File: src/rtl/eth_mmio_pkg.sv
// eth_mmio_pkg
// Shared types for the ethernet MMIO arbiter slice.
//   - state_e        : arbiter sequencing states
//   - op_size_e      : MMIO access size encoding (1/2/4/8 bytes)
//   - eth_mmio_req_s : one latched request at the default widths
//   - onehot2        : turns a requester index into its 2-bit one-hot mask
package eth_mmio_pkg;

    localparam int ADDR_WIDTH_DEF = 16;
    localparam int DATA_WIDTH_DEF = 64;
    localparam int TIMEOUT_DEF    = 64;

    typedef enum logic [1:0] {
        IDLE  = 2'd0,
        ISSUE = 2'd1,
        WAIT  = 2'd2,
        RESP  = 2'd3
    } state_e;

    typedef enum logic [1:0] {
        SIZE_1B = 2'd0,
        SIZE_2B = 2'd1,
        SIZE_4B = 2'd2,
        SIZE_8B = 2'd3
    } op_size_e;

    typedef struct packed {
        logic                      we;
        logic [ADDR_WIDTH_DEF-1:0] addr;
        op_size_e                  size;
        logic [DATA_WIDTH_DEF-1:0] wdata;
    } eth_mmio_req_s;

    function automatic logic [1:0] onehot2(input logic idx);
        return idx ? 2'b10 : 2'b01;
    endfunction

endpackage

File: src/rtl/eth_mmio_rr_arb2.sv
// eth_mmio_rr_arb2
// Two-way round-robin arbiter. The requester named by the internal pointer
// wins when it is valid, otherwise the other one does. The pointer moves
// past the winner only when the winner is actually taken (yumi_i).
// Ports:
//   clk_i, reset_n_i : clock, asynchronous active-low reset
//   v_i[1:0]         : request valids
//   yumi_i           : current grant has been consumed
//   grant_o          : index of the winning requester
//   grant_v_o        : some requester is valid (grant_o meaningful)
module eth_mmio_rr_arb2
    import eth_mmio_pkg::*;
(
    input  logic       clk_i,
    input  logic       reset_n_i,
    input  logic [1:0] v_i,
    input  logic       yumi_i,
    output logic       grant_o,
    output logic       grant_v_o
);

    logic ptr;

    // The pointer holder has priority; fall back to the other requester.
    always_comb begin
        grant_o   = v_i[ptr] ? ptr : ~ptr;
        grant_v_o = |v_i;
    end

    // After a grant is used, the loser of that round gets priority next.
    always_ff @(posedge clk_i or negedge reset_n_i) begin
        if (!reset_n_i) begin
            ptr <= 1'b0;
        end else if (yumi_i) begin
            ptr <= ~grant_o;
        end
    end

endmodule

File: src/rtl/eth_mmio_arbiter.sv
// eth_mmio_arbiter
// Shares the ethernet controller's single MMIO port between the host CPU
// bridge (requester 0) and the descriptor/DMA engine (requester 1). One
// operation is in flight at a time; the downstream command is registered
// and the response is held per requester until it is consumed.
// Optional feature macro: ETH_MMIO_TIMEOUT_EN (read timeout abort).
// Ports:
//   clk_i, reset_n_i                  : clock, asynchronous active-low reset
//   req_v_i/req_ready_o               : per-requester request handshake
//   req_we_i/req_addr_i/req_size_i/req_wdata_i : packed per-requester command
//   resp_v_o/resp_ready_i             : per-requester response handshake
//   resp_data_o/resp_err_o            : shared response payload
//   addr_o/op_size_o/write_data_o     : command buses to the controller
//   write_en_o/read_en_o              : one-cycle command strobes
//   read_data_i/read_data_v_i         : controller read return
module eth_mmio_arbiter
    import eth_mmio_pkg::*;
#(
    parameter int addr_width_p = ADDR_WIDTH_DEF,
    parameter int data_width_p = DATA_WIDTH_DEF,
    parameter int timeout_p    = TIMEOUT_DEF
) (
    input  logic                      clk_i,
    input  logic                      reset_n_i,
    input  logic [1:0]                req_v_i,
    output logic [1:0]                req_ready_o,
    input  logic [1:0]                req_we_i,
    input  logic [2*addr_width_p-1:0] req_addr_i,
    input  logic [3:0]                req_size_i,
    input  logic [2*data_width_p-1:0] req_wdata_i,
    output logic [1:0]                resp_v_o,
    input  logic [1:0]                resp_ready_i,
    output logic [data_width_p-1:0]   resp_data_o,
    output logic                      resp_err_o,
    output logic [addr_width_p-1:0]   addr_o,
    output logic [1:0]                op_size_o,
    output logic [data_width_p-1:0]   write_data_o,
    output logic                      write_en_o,
    output logic                      read_en_o,
    input  logic [data_width_p-1:0]   read_data_i,
    input  logic                      read_data_v_i
);

    if (timeout_p < 2) begin : g_bad_timeout
        $error("eth_mmio_arbiter: timeout_p must be at least 2");
    end

    state_e state;
    logic   grant_q;
    logic   we_q;
    logic   grant;
    logic   grant_v;
    logic   yumi;

`ifdef ETH_MMIO_TIMEOUT_EN
    localparam int CNT_W = $clog2(timeout_p);
    logic [CNT_W-1:0] wait_cnt;
`endif

    // A grant is only taken while idle, so the round-robin pointer moves
    // exactly once per accepted request.
    assign yumi = (state == IDLE) && grant_v;

    eth_mmio_rr_arb2 u_arb (
        .clk_i     (clk_i),
        .reset_n_i (reset_n_i),
        .v_i       (req_v_i),
        .yumi_i    (yumi),
        .grant_o   (grant),
        .grant_v_o (grant_v)
    );

    // Ready is combinational but gated by reset so that a requester never
    // sees an accept while the block is held in reset.
    assign req_ready_o = (yumi && reset_n_i) ? onehot2(grant) : 2'b00;

`ifndef ETH_MMIO_TIMEOUT_EN
    assign resp_err_o = 1'b0;
`endif

    // Sequencer: IDLE accepts and registers the command straight onto the
    // controller buses (they double as the request latch and hold their
    // value afterwards), ISSUE is the single strobe cycle, WAIT collects
    // the read return and RESP holds the answer until it is consumed.
    always_ff @(posedge clk_i or negedge reset_n_i) begin
        if (!reset_n_i) begin
            state        <= IDLE;
            grant_q      <= 1'b0;
            we_q         <= 1'b0;
            addr_o       <= '0;
            op_size_o    <= '0;
            write_data_o <= '0;
            write_en_o   <= 1'b0;
            read_en_o    <= 1'b0;
            resp_v_o     <= 2'b00;
            resp_data_o  <= '0;
`ifdef ETH_MMIO_TIMEOUT_EN
            resp_err_o   <= 1'b0;
            wait_cnt     <= '0;
`endif
        end else begin
            write_en_o <= 1'b0;
            read_en_o  <= 1'b0;
            case (state)
                IDLE: begin
                    if (grant_v) begin
                        grant_q      <= grant;
                        we_q         <= req_we_i[grant];
                        addr_o       <= grant ? req_addr_i[addr_width_p +: addr_width_p]
                                              : req_addr_i[0 +: addr_width_p];
                        op_size_o    <= grant ? req_size_i[3:2] : req_size_i[1:0];
                        write_data_o <= grant ? req_wdata_i[data_width_p +: data_width_p]
                                              : req_wdata_i[0 +: data_width_p];
                        write_en_o   <= req_we_i[grant];
                        read_en_o    <= ~req_we_i[grant];
                        state        <= ISSUE;
                    end
                end
                ISSUE: begin
`ifdef ETH_MMIO_TIMEOUT_EN
                    wait_cnt <= '0;
`endif
                    if (we_q) begin
                        resp_data_o <= '0;
                        resp_v_o    <= onehot2(grant_q);
`ifdef ETH_MMIO_TIMEOUT_EN
                        resp_err_o  <= 1'b0;
`endif
                        state       <= RESP;
                    end else begin
                        state <= WAIT;
                    end
                end
                WAIT: begin
                    if (read_data_v_i) begin
                        resp_data_o <= read_data_i;
                        resp_v_o    <= onehot2(grant_q);
`ifdef ETH_MMIO_TIMEOUT_EN
                        resp_err_o  <= 1'b0;
`endif
                        state       <= RESP;
                    end
`ifdef ETH_MMIO_TIMEOUT_EN
                    else if (wait_cnt == CNT_W'(timeout_p - 1)) begin
                        resp_data_o <= '1;
                        resp_v_o    <= onehot2(grant_q);
                        resp_err_o  <= 1'b1;
                        state       <= RESP;
                    end else begin
                        wait_cnt <= wait_cnt + 1'b1;
                    end
`endif
                end
                RESP: begin
                    if (resp_ready_i[grant_q]) begin
                        resp_v_o <= 2'b00;
                        state    <= IDLE;
                    end
                end
                default: state <= IDLE;
            endcase
        end
    end

endmodule
File: config.mk
export PLATFORM = sky130hd
export DESIGN_NAME = eth_mmio_arbiter
export DESIGN_NICKNAME = d
export VERILOG_FILES = /design/src/rtl/eth_mmio_pkg.sv /design/src/rtl/eth_mmio_rr_arb2.sv /design/src/rtl/eth_mmio_arbiter.sv
export SDC_FILE = /design/constraint.sdc
export NUM_CORES = 1
export LEC_CHECK = 0
export CELL_PAD_IN_SITES_DETAIL_PLACEMENT = 0
export CELL_PAD_IN_SITES_GLOBAL_PLACEMENT = 2
export CORE_ASPECT_RATIO = 1.2
export CORE_MARGIN = 4
export CORE_UTILIZATION = 23
export CTS_BUF_LIST = sky130_fd_sc_hd__clkbuf_2 sky130_fd_sc_hd__clkbuf_4 sky130_fd_sc_hd__clkbuf_8
export DETAILED_ROUTE_END_ITERATION = 16
export PLACE_DENSITY = 0.91
export SYNTH_ARGS = -nofsm -noshare
export SYNTH_HDL_FRONTEND = slang
export SYNTH_SLANG_ARGS = --single-unit
File: constraint.sdc
create_clock -name clk_i -period 2.3 [get_ports clk_i]
set_input_delay 0.46 -clock clk_i [delete_from_list [all_inputs] [get_ports clk_i]]
set_output_delay 0.46 -clock clk_i [all_outputs]
set_load 0.01 [all_outputs]
# [After elaboration in Yosys (flattened, before gate mapping)]
# Index checks and enable logic that the tools add are counted.
[totals] ramBits=0 latchBits=0 input_bits=237 rom_bits=0 ff_bits=155 elab_cells=62 mem_count=0
[op_classes] addsub=0 bitwise=3 multipliers=0 reduce_logical=10 n_eq_ne=7 shifts=0 order_cmp=3 mux=28 div_mod_pow=0
[op_table] cell="$mux W64" n=3
[op_table] cell="$pmux W64 S2" n=1
[op_table] cell="$mux W2" n=9
[op_table] cell="$mux W16" n=1
[op_table] cell="$mux W1" n=12
[op_table] cell="$ne A2 B2 Y1 const B" n=4
[op_table] cell="$pmux W2 S4" n=1
[op_table] cell="$lt A1 B2 Y1 const B" n=3
[op_table] cell="$pmux W2 S3" n=1
[op_table] cell="$reduce_and A3 Y1" n=2
[op_table] cell="$eq A2 B2 Y1 const B" n=2
[op_table] cell="$reduce_and A4 Y1" n=1
[op_table] cell="$not A1 Y1" n=3
[op_table] cell="$reduce_bool A3 Y1" n=1
[op_table] cell="$eq A2 B1 Y1 const B" n=1
[op_table] cell="$logic_and A1 B1 Y1" n=2
[op_table] cell="$logic_not A2 Y1" n=1
[op_table] cell="$reduce_and A2 Y1" n=1
[op_table] cell="$reduce_bool A2 Y1" n=1
[op_table] cell="$reduce_or A2 Y1" n=1

# [Longest topological paths before layout]
[depth] depth_word=8 depth_mapped=7

# [Hierarchy]
# Synthesis repeated with hierarchy kept, for this count alone.
[unflattened] cells_unflattened=551 area_unflattened_um2=6540.0
[by_module_without_submodules] mod="eth_mmio_arbiter" instances=1 seq_area_each_um2=3853.7 area_per_inst_um2=6488.7 cells_per_inst=545
[by_module_without_submodules] mod="eth_mmio_rr_arb2" instances=1 seq_area_each_um2=25.0 area_per_inst_um2=51.3 cells_per_inst=6

# [Worst setup path before layout]
# OpenSTA, ideal clock, no wires.
[synth_timing] path_kind="flip-flop to output port" startpoint="register state[0]" endpoint="output port req_ready_o[0]" path_buffers=2 stages_incl_launch_ff=8 t_arrival_ns=1.471 slack_ns=0.369 required_time_ns=1.840 cell_sequence="dfrtp_1 -> inv_1 -> ha_1 -> nand2_1 -> a21oi_1 -> buf_2 -> buf_2 -> and2_1"
[synth_via] elab_chain_len=4
[synth_lines] element="from (decl)" line_no="eth_mmio_arbiter.sv:48" source="state_e state;"
[synth_lines] element="from (signal assigned)" line_no="eth_mmio_arbiter.sv:87" source="state <= IDLE;"
[synth_lines] element="from (signal assigned)" line_no="eth_mmio_arbiter.sv:116" source="state <= ISSUE;"
[synth_lines] element="from (signal assigned)" line_no="eth_mmio_arbiter.sv:129" source="state <= RESP;"
[synth_lines] element="$logic_not A2 Y1" line_no="eth_mmio_arbiter.sv:62" source="assign yumi = (state == IDLE) && grant_v;"
[synth_lines] element="$logic_and A1 B1 Y1" line_no="eth_mmio_arbiter.sv:62"
[synth_lines] element="$logic_and A1 B1 Y1" line_no="eth_mmio_arbiter.sv:75" source="assign req_ready_o = (yumi && reset_n_i) ? onehot2(grant) : 2'b00;"
[synth_lines] element="$mux W2" line_no="eth_mmio_arbiter.sv:75"
[synth_lines] element="to (decl)" line_no="eth_mmio_arbiter.sv:26" source="output logic [1:0] req_ready_o,"
# No other way between the ends.

# [Worst setup path after layout]
[layout_timing] startpoint="register u_arb.ptr" endpoint="output port req_ready_o[1]"
[layout_via] elab_chain_len=5 elab_cells_between_ends=6 classes_between="mux (5); bitwise (1)"
[layout_lines] element="from (decl)" line_no="eth_mmio_rr_arb2.sv:22" source="logic ptr;"
[layout_lines] element="from (signal assigned)" line_no="eth_mmio_rr_arb2.sv:35" source="ptr <= ~grant_o;"
[layout_lines] element="$mux W1 (implied by the code) (2 in a row)" line_no="eth_mmio_rr_arb2.sv:26" source="grant_o = v_i[ptr] ? ptr : ~ptr;"
[layout_lines] element="$mux W1 *" line_no="eth_mmio_rr_arb2.sv:26"
[layout_lines] element="$mux W2 *" line_no="eth_mmio_pkg.sv:35" source="return idx ? 2'b10 : 2'b01;"
[layout_lines] element="$mux W2 *" line_no="eth_mmio_arbiter.sv:75"
# Mark *: on every way between the ends. The rest lies on a longest branch, timed or not. The select of a mux whose other input is x is not followed.

==> impl_results.md <==
* WL per Instance at 19.8 um
* All-Layer GR Usage at 0.153
* Overflow left after global routing at 0
* Total CTS buffers at 17
* Rel. slew slack at 0.474
* Number of port buffers at 388
* DP HPWL at 17100 um
* Via density at 4.67
* Slowest CP cell: dfrtp_1
* Hold crit path type: in2async
* Number of cell rows at 66
* CP Launch Type: flop
* Top Ports at 390
* Static leakage at 4.70 nW
* Crit path kind: reg2out
* Fmax at 452 MHz
* Average size of a mapped cell at 13.5 sq um
* Yosys top cell area share at 0.614
* Synth warnings at 0
* Clk slew on worst S/H paths at 0.08 ns
* Post-place setup slack at -0.0392 ns
* Seq/Total Area, Yosys at 0.614
* Root Buffer: clkbuf_8
* Launch point of the worst reg-to-reg path: state[0]
* IR Drop Worst-Case VDD at 0.586 mV
* CP max stage delay at 0.46 ns
* Slew Viols, Final at 0
* Worst-Skew Late Latency at 0.45 ns
* Post-route setup TNS at 0 ns
* Area leader, netlist: dfrtp_1
* Ys async rst share at 1.00
* CTS H-tree depth at 4
* Commonest non-fill, non-tap cell in the layout: clkdlybuf4s50_1
* First-iteration detailed-routing DRC count at 309
* Post-Syn Instances at 468
* Fin crit share at 0.962
* Largest net degree at the start of global routing at 94
* DRC viols at 0
* # nets final at 1094
* Least-Margin Pin Slew at 0.789 ns
* Unrepaired setup endpoints after global routing: no
* Final Routed Wirelength at 23800 um
* Via count at 5620
* Required @ worst endpoint at 1.84 ns
* Crit Path Max Fanout at 4
* Post-route setup slack at 0.0879 ns
* Placer Congestion at 0.755
* Synth Net Count at 710
* Initial antenna violation count at 0
* Wire length of the first global-routing pass at 36200 um
* CP Capture Type: primary output
* WP data arrival at 1.75 ns
* Synth unique cells at 29
* CTS sink count at 155
* R2r setup slk at 0.18 ns
* Die Wd at 159 um
* Worst-case reg-to-reg path depth at 6
* Worst Skew at 0.0123 ns
* Cts hold-fix bufs at 0
* DRT Pass-1 Iters at 5
* Area of the core at 27100 sq um
* Antenna viol nets, final at 0
* Worst r2r dst: resp_data_o[0]
* Primary FF master, synth: dfrtp_1
* Commonest non-fill, non-tap cells in the layout: 385 x clkdlybuf4s50_1, 155 x dfrtp_1, 83 x and2_1
* Final Hold Fails at 0
* Initial cell density of the core at 0.233
* DIE AREA at 30200 sq um
* Die Span Y at 190 um
* Filler Cells Inserted at 2593
* Area of the multi-input gates at 2240 sq um
* CTS tree: done
* Status: completed
* Pwr Density at 1200 nW/um^2
* Share of cells above drive strength 1 at 0.0730
* Top cells by area, synth: dfrtp_1 61%, a221o_1 13%, a22o_1 8.9%
* Post-synth EDFFs at 0
* Final min period at 2.21 ns
* Mapped cell area at 6310 sq um
* Diodes inserted at 0
* Sequential cell area at 3880 sq um
* Crit path cell chain: nand2b_1 -> and3_2 -> and2_1 -> dlygate4sd2_1
* Number of global-route vias before repair at 6049
* Seq cells post-synth at 155
* Total Power at 13.3 mW
* Setup violators final at 0
* CTS max path bufs at 2
* Area Overhead vs Synth at 76.1%
* MaxCap Viol Count at 0
==> how the worst max path moves through the flow <==
| stage | startpoint | end | slack, ns | cells after the start |
|---|---|---|---|---|
| 6_report | u_arb.ptr | req_ready_o[1] | 0.09 | 4 |
| 2_1_floorplan | state[0] | req_ready_o[0] | 0.37 | 7 |
| 4_1_cts | state[0] | req_ready_o[0] | 0.03 | 6 |
| 5_1_grt | u_arb.ptr | req_ready_o[1] | 0.004 | 4 |
| 3_3_place_gp | req_v_i[0] | req_ready_o[1] | -0.03 | 5 |
| 3_5_place_dp | req_v_i[0] | req_ready_o[1] | -0.04 | 5 |
==> synthesized netlist by cell type (3+ instances only) <==
cell type  count
a221o_1       82
a22o_1        64
and2_1        83
buf_2         20
buf_6          7
clkbuf_1      13
dfrtp_1      155
ha_1           5
mux2_2         3
nor2_1         9
nor2b_1        3
==> critical path, delay by kind of cell (launching register included) <==
kind | cells | cell delay (ns)
flops | 1 | 0.46
simple gates | 3 | 0.56
buf+inv | 1 | 0.28
==> layer usage <==
metal  vias to the layer above  track usage  wire length (um)
li1                       2548            -                 -
met1                      2752        0.184              9380
met2                       299        0.260             12000
met3                        21       0.0523              2030
met4                         0       0.0487               461
met5                         -            0                 0
==> area by class of cell <==
cell class	count	share of cell area
clock buffers	23	0.0279
clock inverters	7	0.0144
inverters	2	0.000675
multi-input cells	270	0.201
flip-flops and latches	155	0.349
well taps	340	0.0382
repair buffers	406	0.369
==> logic make-up (layout without fill, tap and decap cells) <==
logic type      count (synthesis)  count (layout)  share of synthesized area
simple gates                  104             104                     0.0985
fa+ha+maj                       5               5                    0.00991
buf+inv                        43             438                     0.0384
flops                         155             155                      0.614
compound gates                155             155                      0.230
other cells                     1               1                   0.000594
mux                             5               5                    0.00852
==> per-stage QoR <==
stage	area (sq um)	utilization	hold WS, ns	std cells
finish	11100	0.411	0.0611	1203
global route	11100	0.411	0.0995	1203
CTS	11100	0.411	0.0995	1203
detailed placement	10600	0.392	0.491	1171
global placement	10600	0.392	0.487	1171
floorplan	6310	-	0.164	468
==> what timing repair did <==
item                       CTS  global route
resized for setup            6             2
setup endpoints to repair    2             1
gates cloned                 0             0
buffers inserted             2             0
==> state kept, by name, summed over array words and instances, names as in the netlist <==
| signal | flops |
|---|---|
| op_size_o | 2 |
| write_en_o | 1 |
| state | 2 |
| read_en_o | 1 |
| u_arb.ptr | 1 |
| addr_o | 16 |
| we_q | 1 |
| resp_data_o | 64 |
| write_data_o | 64 |
| resp_v_o | 2 |
| grant_q | 1 |
==> report_power, final <==
part | internal, mW | switching [mW]
Sequential | 3.80 | 0.577
Combinational | 3.73 | 2.76
Clock | 1.44 | 1.04
Note: power is estimated with default switching activity, not from simulation.
